$ cat src/rtl/combi_store_buffer_pkg.sv
// Shared types and constants for the combi core posted-write store buffer.
// Entry layout is fixed by the package address/data widths.
package combi_pkg;
    localparam int SB_DEPTH_DEFAULT = 4;
    localparam int WORD_LSB         = 2;
    localparam int SB_AW            = 32;
    localparam int SB_DW            = 32;

    typedef struct packed {
        logic [SB_AW-1:0]   adr;
        logic [SB_DW-1:0]   wdata;
        logic [SB_DW/8-1:0] be;
    } sb_entry_t;
endpackage

$ cat src/rtl/combi_store_buffer_hit_cmp.sv
// Word-address match of a load against every pending store entry.
// Purely combinational; an entry counts only if it lies between read pointer and read pointer + count.
module sb_hit_cmp
    import combi_pkg::*;
#(
    parameter int DEPTH = SB_DEPTH_DEFAULT,
    parameter int AW    = SB_AW
) (
    input  sb_entry_t                  ent_i [DEPTH],
    input  logic [$clog2(DEPTH)-1:0]   rd_ptr_i,
    input  logic [$clog2(DEPTH):0]     count_i,
    input  logic [AW-1:0]              adr_i,
    output logic                       hit_o
);
    localparam int PW = $clog2(DEPTH);

    logic [PW-1:0] ofs;
    logic          unused_fold;

    // Distance from the head decides validity, so wrap-around needs no special case.
    always_comb begin
        hit_o = 1'b0;
        ofs   = '0;
        for (int i = 0; i < DEPTH; i++) begin
            ofs = PW'(i) - rd_ptr_i;
            if (({1'b0, ofs} < count_i) &&
                (ent_i[i].adr[AW-1:WORD_LSB] == adr_i[AW-1:WORD_LSB]))
                hit_o = 1'b1;
        end
    end

    always_comb begin
        unused_fold = ^adr_i[WORD_LSB-1:0];
        for (int i = 0; i < DEPTH; i++)
            unused_fold = unused_fold ^ (^ent_i[i].wdata) ^ (^ent_i[i].be)
                        ^ (^ent_i[i].adr[WORD_LSB-1:0]);
    end
endmodule

$ cat src/rtl/combi_store_buffer.sv
// Posted-write FIFO between the combi core store port and data memory, retired over req/ack.
// Store accepted in one cycle, visible at the head after the next edge; stalls on full or load word hit.
module combi_store_buffer
    import combi_pkg::*;
#(
    parameter int DEPTH = SB_DEPTH_DEFAULT,
    parameter int AW    = SB_AW,
    parameter int DW    = SB_DW
) (
    input  logic            clk,
    input  logic            reset,
    input  logic            MemWrite,
    input  logic            MemRead,
    input  logic [AW-1:0]   DataAdr,
    input  logic [DW-1:0]   WriteData,
    input  logic [DW/8-1:0] ByteEn,
    output logic            Stall,
    output logic            mem_req,
    output logic [AW-1:0]   mem_adr,
    output logic [DW-1:0]   mem_wdata,
    output logic [DW/8-1:0] mem_be,
    input  logic            mem_ack,
    output logic            empty,
    output logic            full
);
    localparam int          PW       = $clog2(DEPTH);
    localparam logic [PW:0] FULL_CNT = (PW+1)'(DEPTH);

    sb_entry_t     ent_q [DEPTH];
    logic [PW-1:0] rd_q, rd_d;
    logic [PW-1:0] wr_q, wr_d;
    logic [PW:0]   cnt_q, cnt_d;
    logic          push, pop, hit;

    assign empty   = (cnt_q == '0);
    assign full    = (cnt_q == FULL_CNT);
    assign mem_req = !empty;
    // Full blocks the push even when the head retires this same cycle.
    assign push    = MemWrite && !full;
    assign pop     = mem_req && mem_ack;
    assign Stall   = (MemWrite && full) || (MemRead && hit);

    assign mem_adr   = ent_q[rd_q].adr;
    assign mem_wdata = ent_q[rd_q].wdata;
    assign mem_be    = ent_q[rd_q].be;

    always_comb begin
        rd_d  = rd_q;
        wr_d  = wr_q;
        cnt_d = cnt_q;
        if (push) wr_d = wr_q + 1'b1;
        if (pop)  rd_d = rd_q + 1'b1;
        case ({push, pop})
            2'b10:   cnt_d = cnt_q + 1'b1;
            2'b01:   cnt_d = cnt_q - 1'b1;
            default: cnt_d = cnt_q;
        endcase
    end

    always_ff @(posedge clk or negedge reset) begin
        if (!reset) begin
            rd_q  <= '0;
            wr_q  <= '0;
            cnt_q <= '0;
        end else begin
            rd_q  <= rd_d;
            wr_q  <= wr_d;
            cnt_q <= cnt_d;
        end
    end

    always_ff @(posedge clk) begin
        if (push) begin
            ent_q[wr_q].adr   <= DataAdr;
            ent_q[wr_q].wdata <= WriteData;
            ent_q[wr_q].be    <= ByteEn;
        end
    end

    sb_hit_cmp #(.DEPTH(DEPTH), .AW(AW)) u_hit (
        .ent_i    (ent_q),
        .rd_ptr_i (rd_q),
        .count_i  (cnt_q),
        .adr_i    (DataAdr),
        .hit_o    (hit)
    );
endmodule

$ cat config.mk
export PLATFORM = sky130hd
export DESIGN_NAME = combi_store_buffer
export DESIGN_NICKNAME = d
export VERILOG_FILES = /design/src/rtl/combi_store_buffer_pkg.sv /design/src/rtl/combi_store_buffer_hit_cmp.sv /design/src/rtl/combi_store_buffer.sv
export SDC_FILE = /design/constraint.sdc
export NUM_CORES = 1
export LEC_CHECK = 0
export ABC_AREA = 1
export BUFFER_PORTS_ARGS = -buffer_cell sky130_fd_sc_hd__clkbuf_2
export CAP_MARGIN = 20
export CORE_MARGIN = 4
export CORE_UTILIZATION = 43
export DETAILED_ROUTE_END_ITERATION = 8
export GPL_ROUTABILITY_DRIVEN = 1
export PLACE_DENSITY = 0.72
export SETUP_SLACK_MARGIN = 0.2
export SYNTH_ARGS = -nofsm -noshare
export SYNTH_HDL_FRONTEND = slang
export SYNTH_HIERARCHICAL = 1
export SYNTH_SLANG_ARGS = --single-unit
$ cat constraint.sdc
create_clock -name clk -period 3.96 [get_ports clk]
set_clock_uncertainty 0.05 [all_clocks]
set_input_delay 0.792 -clock clk [delete_from_list [all_inputs] [get_ports clk]]
set_output_delay 0.792 -clock clk [all_outputs]
set_load 0.1 [all_outputs]
# After elaboration in Yosys (flattened, before gate mapping)
# Index checks and enable logic that the tools add are counted.
dict set report totals {
  regBits 279
  input_bits 73
  output_inout_bits 72
}
dict set report op_classes {
  addsub 8
  n_lt_le_gt_ge 7
  n_eq_ne 7
  mux 17
  bitwise_logic 2
  reduce_logical 14
}
# operator count
set op_table {}
lappend op_table {{272-bit bitwise mux} 3}
lappend op_table {{68-bit demux with 2-bit select} 3}
lappend op_table {{68-bit 2-to-1 mux} 3}
lappend op_table {{68-bit binary-select mux with 2-bit select} 1}
lappend op_table {{30-bit equality test} 4}
lappend op_table {{36-bit 2-to-1 mux} 1}
lappend op_table {{2-bit by 3-bit < comparator with 1-bit output} 4}
lappend op_table {{1-bit logical AND} 9}
lappend op_table {{3-bit greater-or-equal comparator (second input constant)} 2}
lappend op_table {{2-bit NOT with 3-bit output} 2}
lappend op_table {{3-bit one-hot mux with 2 select lines} 1}
lappend op_table {{2-bit by 1-bit adder with 2-bit output (second input constant)} 2}
lappend op_table {{1-bit 2-to-1 mux} 4}
lappend op_table {{4-bit 2-to-1 mux} 1}
lappend op_table {{1-bit by 2-bit subtractor with 2-bit output (first input constant)} 2}
lappend op_table {{2-bit subtractor (first input constant)} 2}
lappend op_table {{3-bit by 1-bit adder with 3-bit output (second input constant)} 1}
lappend op_table {{3-bit equality test (second input constant)} 1}
lappend op_table {{3-bit zero test} 1}
lappend op_table {{3-bit by 1-bit < comparator with 1-bit output (second input constant)} 1}
lappend op_table {{3-bit by 1-bit subtractor with 3-bit output (second input constant)} 1}
lappend op_table {{2-bit by 1-bit equality test with 1-bit output (second input constant)} 1}
lappend op_table {{2-bit equality test (second input constant)} 1}
lappend op_table {{1-bit zero test} 2}
lappend op_table {{2 further kinds} 2}

# Longest topological paths before layout
# Gate-level depths: netlist of the first run.
dict set report logic_depth {
  word_depth 9
  ltp_mapped 13
  ltp_nobuf 12
}

# Modules after synthesis
# The synthesis of the first run kept the hierarchy.
# mod instances cells_per_inst area_per_inst_um2 seq_area_each_um2
set by_module_without_submodules {}
lappend by_module_without_submodules {combi_store_buffer 1 890 11484.8 8343.0}
lappend by_module_without_submodules {sb_hit_cmp 1 474 2130.8 0.0}

# Least setup slack after synthesis of the first run
# Ideal clock, no wire load.
dict set report synth_path {
  kind {input-to-reg}
  start {in MemWrite}
  end {reg ent_q[0] (netlist bit) (enable)}
  setup_ns 0.495
  arrival_time_ns 3.783
  required_time_ns 3.415
  setup_slack_ns -0.368
  cell_stages 2
  path_cell_list {nand2_1 -> nor2_1}
}
dict set report synth_between {
  elab_chain_cells 1
}
# item line_no
set synth_lines {}
lappend synth_lines {{start: declaration} combi_store_buffer.sv:12} ;# input logic MemWrite,
lappend synth_lines {{1-bit logical AND} combi_store_buffer.sv:39} ;# assign push = MemWrite && !full;
lappend synth_lines {{end: declaration} combi_store_buffer.sv:29} ;# sb_entry_t ent_q [DEPTH];
# Every way passes these cells.
# A chain may end at the register's enable or synchronous reset.

# Worst setup path after layout of the first run
dict set report layout_path {
  start {reg rd_q[1]}
  end {out Stall}
}
dict set report layout_between {
  elab_chain_cells 9
  word_cells_on_any_way 18
}
# item line_no
set layout_lines {}
lappend layout_lines {{start: declaration} combi_store_buffer.sv:30} ;# logic [PW-1:0] rd_q, rd_d;
lappend layout_lines {{start signal: assignment} combi_store_buffer.sv:66} ;# rd_q <= rd_d;
lappend layout_lines {{1-bit by 2-bit subtractor with 2-bit output} combi_store_buffer_hit_cmp.sv:25} ;# ofs = PW'(i) - rd_ptr_i;
lappend layout_lines {{2-bit by 3-bit < comparator with 1-bit output} combi_store_buffer_hit_cmp.sv:26} ;# if (({1'b0, ofs} < count_i) &&
lappend layout_lines {{1-bit logical AND} combi_store_buffer_hit_cmp.sv:26}
lappend layout_lines {{1-bit 2-to-1 mux (3 in a row)} combi_store_buffer_hit_cmp.sv:26}
lappend layout_lines {{1-bit 2-to-1 mux (*)} combi_store_buffer_hit_cmp.sv:26}
lappend layout_lines {{net hit} combi_store_buffer.sv:33} ;# logic push, pop, hit;
lappend layout_lines {{1-bit logical AND (*)} combi_store_buffer.sv:41} ;# assign Stall = (MemWrite && full) || (MemRead && hit);
lappend layout_lines {{1-bit logical OR (*)} combi_store_buffer.sv:41}
lappend layout_lines {{end: declaration} combi_store_buffer.sv:17} ;# output logic Stall,
# The timed path passes the listed nets; every way through them passes the cells marked *.

==> results.json, run 1 <==
{
  "grt_use_total_pct": 17.5,
  "vias_per_cell": 4.93,
  "syn_area_um2": 13600,
  "layout.nets": 1588,
  "drtAntennaViolNets": 0,
  "multiInputGateArea_um2": 3880,
  "cap_violations": 0,
  "netlist_instances": 1364,
  "wl_per_cell_um": 16.0,
  "cts_tree": "yes",
  "synth_area_per_cell_um2": 9.98,
  "worstPathMaxFanout": 16,
  "dpl.hpwl_mm": 20.0,
  "firstDrtPassIters": 5,
  "slew_headroom_pct": 44.8,
  "drtIter0Drc": 705,
  "grt_overflow": 0,
  "ios": 145,
  "setup_viol": 0,
  "fmax_ghz": 0.281,
  "cts.sinks": 279,
  "start_util_pct": 44.0,
  "slew_viol_final": 0,
  "portBuffers": 144,
  "post_cts_buffers": 0,
  "dieArea_um2": 34600,
  "hold_violations": 0,
  "rows": 64,
  "coreArea_um2": 30900,
  "cp.arrival_ps": 2720,
  "root_buffer": "clkbuf_16",
  "drive_above_1_share_pct": 15.5,
  "path_clk_slew_ps": 60,
  "cts_max_level": 1,
  "rsz0062_at_grt": "no",
  "synth_cell_type_count": 26,
  "path_class": "register to primary output",
  "clock_latency_ps": 550,
  "final_common_cell": "nand2_1",
  "num_vias": 9501,
  "synth_seq_area_share_pct": 61.3,
  "min_period_over_period_pct": 90.0,
  "outcome": "completed",
  "grt_pass1_wl_mm": 47.8,
  "cp-end-kind": "primary output",
  "placed_cell_area_um2": 14600,
  "fin_area_um2": 15600,
  "cp-start-kind": "register",
  "yosysWarnings": 6,
  "ff_latch_area_um2": 8350,
  "synth_nets": 1447,
  "drcViolationCount": 0,
  "yosys_register_bits": 279,
  "final_cell_mix": "454 x nand2_1, 272 x edfxtp_1, 233 x inv_1",
  "antenna_found_initial": 4,
  "fp.dieH_um": 186,
  "finalCriticalPeriod_ps": 3560,
  "syn2layout_area_growth_pct": 14.3,
  "gp_congestion": 0.861,
  "grt_max_degree": 105,
  "drt-total-wl_mm": 30.8,
  "cp.required_ps": 3120,
  "die_w_um": 186,
  "worst_slew_pin_slew_ps": 828,
  "holdCritPathClass": "input port to asynchronous set/reset pin",
  "grt_pass1_vias": 9110,
  "cts_made_buffers": 30,
  "num-fill-cells": 2726,
  "clock_path_buffers": 3
}
-- final timing paths --
path                               start          to  slack [ps]  depth (start not counted)
max                              rd_q[1]       Stall         400                         12
min                                reset     wr_q[0]          20                          1
min reg2reg                     cnt_q[1]    cnt_q[1]         470                          2
min in group clk           WriteData[31]  ent_q[239]         390                          1
max reg2reg                     cnt_q[0]    cnt_q[2]        1670                         10
max in group asynchronous          reset     rd_q[1]        3640                          1
-- cell usage after synthesis (all sizes together) --
library cell	number	area, µm²
fa	1	20.0
nor2	77	297
a21oi	4	20.0
clkbuf	3	11.3
o211ai	136	1020
nor3	2	15.0
o21ai	14	70.1
or2	10	62.6
ha	9	113
xor2	20	175
nand3	21	110
xnor2	26	228
edfxtp	272	8170
inv	260	976
dfrtp	7	175
buf	46	438
nand2	454	1700
nand4	2	12.5
-- registers in the layout, indices dropped and copies added (netlist names) --
signal / flops
cnt_q: 3
wr_q: 2
ent_q: 272
rd_q: 2
-- critical path, cell delays in order (launching register included) --
cell and delay [ps]:
dfrtp_4 590, xor2_1 240, inv_1 70, ha_1 280
a21oi_1 130, or2_1 130, nand3_2 80, nor2_1 110
nor2_1 50, nand2_1 90, nand2_1 90, nand2_1 90
buf_6 220
-- metrics by stage --
step | utilization, % | setup slack, ps | hold slack, ps | TNS, ps | cells
floorplan | - | -368 | 421 | -100120 | 1364
global placement | 47.1 | 538 | 448 | 0 | 1869
detailed placement | 47.1 | 488 | 454 | 0 | 1869
CTS | 50.3 | 211 | 10.1 | 0 | 1924
global route | 50.3 | 216 | 14.2 | 0 | 1926
finish | 50.3 | 398 | 21.3 | 0 | 1926
-- cells by family after synthesis --
family                     after synthesis  synth area share (%)
adders and majority gates               10                 0.974
xor gates and xnor gates                46                  2.96
AOI/OAI and AO/OA                      154                  8.16
buffers and inverters                  309                  10.5
and+or+nand+nor                        566                  16.2
DFF                                    279                  61.3
-- routing by layer --
layer  global-route usage, %  vias up  wire length, µm
li1                        -     4722                -
met1                    22.9     4422            13200
met2                    29.0      286            14500
met3                    3.89       67             2080
met4                    5.97        4             1030
met5                       0        -               22
-- what timing repair did --
action	4_1_cts	5_1_grt
hold buffers	0	0
endpoints found under the setup margin	1	6
hold endpoints to repair	0	0
gates resized for setup	1	3
-- cell type report --
cell class	count	share of cell area, %
Timing Repair Buffer	158	5.59
Clock inverter	20	1.39
Antenna cell	2	0.0322
Clock buffer	35	4.94
Multi-Input combinational cell	776	24.9
Inverter	260	6.30
Tap cell	396	3.18
Sequential cell	279	53.6
Power of run 1 is not shown: default switching activity piles up to over one toggle a cycle in this logic, so the estimate is an artifact.
==> run 2, diff against run 1 <==
CTS_BUF_LIST = sky130_fd_sc_hd__clkbuf_16   (was default)
==> results.json, run 2 (same netlist as run 1, synthesis figures left out) <==
{
  "cap_violations": 0,
  "setup_viol": 0,
  "drtAntennaViolNets": 0,
  "drive_above_1_share_pct": 15.5,
  "setup_tns_ps": 0,
  "rows": 64,
  "min_period_over_period_pct": 89.9,
  "root_buffer": "clkbuf_16",
  "fmax_ghz": 0.281,
  "slew_headroom_pct": 44.8,
  "largest_register_ffs": 272,
  "rsz0062_at_grt": "no",
  "syn2layout_area_growth_pct": 14.3,
  "portBuffers": 144,
  "num_vias": 9501,
  "largest-register": "ent_q",
  "hold_violations": 0,
  "cp-end-kind": "primary output",
  "start_util_pct": 44.0,
  "grt_use_total_pct": 17.5,
  "pre_cts_slack_ps": 488,
  "cts_max_level": 1,
  "coreArea_um2": 30900,
  "fp.dieH_um": 186,
  "clock_path_buffers": 3,
  "cp-start-kind": "register",
  "clock_latency_ps": 550,
  "finalCriticalPeriod_ps": 3560,
  "dpl.hpwl_mm": 20.0,
  "cp.required_ps": 3120,
  "final_cell_mix": "454 x nand2_1, 272 x edfxtp_1, 238 x inv_1",
  "path_clk_slew_ps": 60,
  "ios": 145,
  "post_cts_buffers": 0,
  "slew_viol_final": 0,
  "cp.arrival_ps": 2720,
  "setup_ws_ps": 398,
  "multiInputGateArea_um2": 3880,
  "final_common_cell": "nand2_1",
  "gp_congestion": 0.861,
  "wl_per_cell_um": 16.0,
  "drtIter0Drc": 713,
  "drcViolationCount": 0,
  "fin_area_um2": 15600,
  "num-fill-cells": 2726,
  "holdCritPathClass": "input port to asynchronous set/reset pin",
  "die_w_um": 186,
  "grt_pass1_wl_mm": 47.8,
  "placed_cell_area_um2": 14600,
  "grt_pass1_vias": 9110,
  "firstDrtPassIters": 5,
  "vias_per_cell": 4.93,
  "dieArea_um2": 34600,
  "worstPathMaxFanout": 16,
  "cts_made_buffers": 30,
  "worst_slew_pin_slew_ps": 828,
  "antenna_found_initial": 4,
  "path_class": "register to primary output",
  "top_regs": "ent_q x272, cnt_q x3",
  "cts.sinks": 279,
  "outcome": "completed",
  "grt_overflow": 0,
  "layout.nets": 1588,
  "ff_latch_area_um2": 8350,
  "drt-total-wl_mm": 30.9,
  "grt_max_degree": 105,
  "cts_tree": "yes"
}
==> run 2: cell count changes in the layout (fill, tap and decap cells not counted) <==
cell,before,now
clkbuf_1,5,0
inv_1,233,238
==> run 2: path summary, 6_finish.rpt <==
kind,startpoint,slack [ps],end,cells past startpoint
max reg2reg,cnt_q[0],1670,cnt_q[2],10
min reg2reg,cnt_q[1],470,cnt_q[1],2
max in group asynchronous,reset,3640,rd_q[1],1
max,rd_q[1],400,Stall,12
min,reset,20,wr_q[0],1
min in group clk,WriteData[31],390,ent_q[239],1
==> run 2: through the flow <==
stage,cells,hold WS (ps),util (%)
global placement,1869,448,47.1
floorplan,1364,421,-
global route,1926,14.2,50.3
CTS,1924,10.1,50.3
detailed placement,1869,454,47.1
finish,1926,22.1,50.3
==> run 2: critical path: stages, from the launching register on <==
cell     delay (ps)
dfrtp_4         590
xor2_1          240
inv_1            70
ha_1            280
a21oi_1         130
or2_1           130
nand3_2          80
nor2_1          110
nor2_1           50
nand2_1          90
nand2_1          90
nand2_1          90
buf_6           220
==> run 2: area by class of cell <==
| type | instances | area share [%] |
|---|---|---|
| clock buffer | 30 | 4.82 |
| sequential | 279 | 53.6 |
| antenna | 2 | 0.0322 |
| inverter | 260 | 6.30 |
| multi-input combinational | 776 | 24.9 |
| clock inverter | 25 | 1.51 |
| timing repair buffer | 158 | 5.59 |
| tap | 396 | 3.18 |
==> run 2: timing repair <==
action,4_1_cts,5_1_grt
pin swaps,0,0
hold buffers,0,0
resized for setup,1,3
endpoints found under the setup margin,1,6
==> run 2: metal layers <==
metal	GRT usage, %	vias up	part of all wire (%)
met5	0	-	0.071
met4	5.97	4	3.3
met3	3.89	67	6.8
met2	29.0	273	47
met1	22.9	4434	43
li1	-	4723	-
Power of run 2 is left out for the same reason.
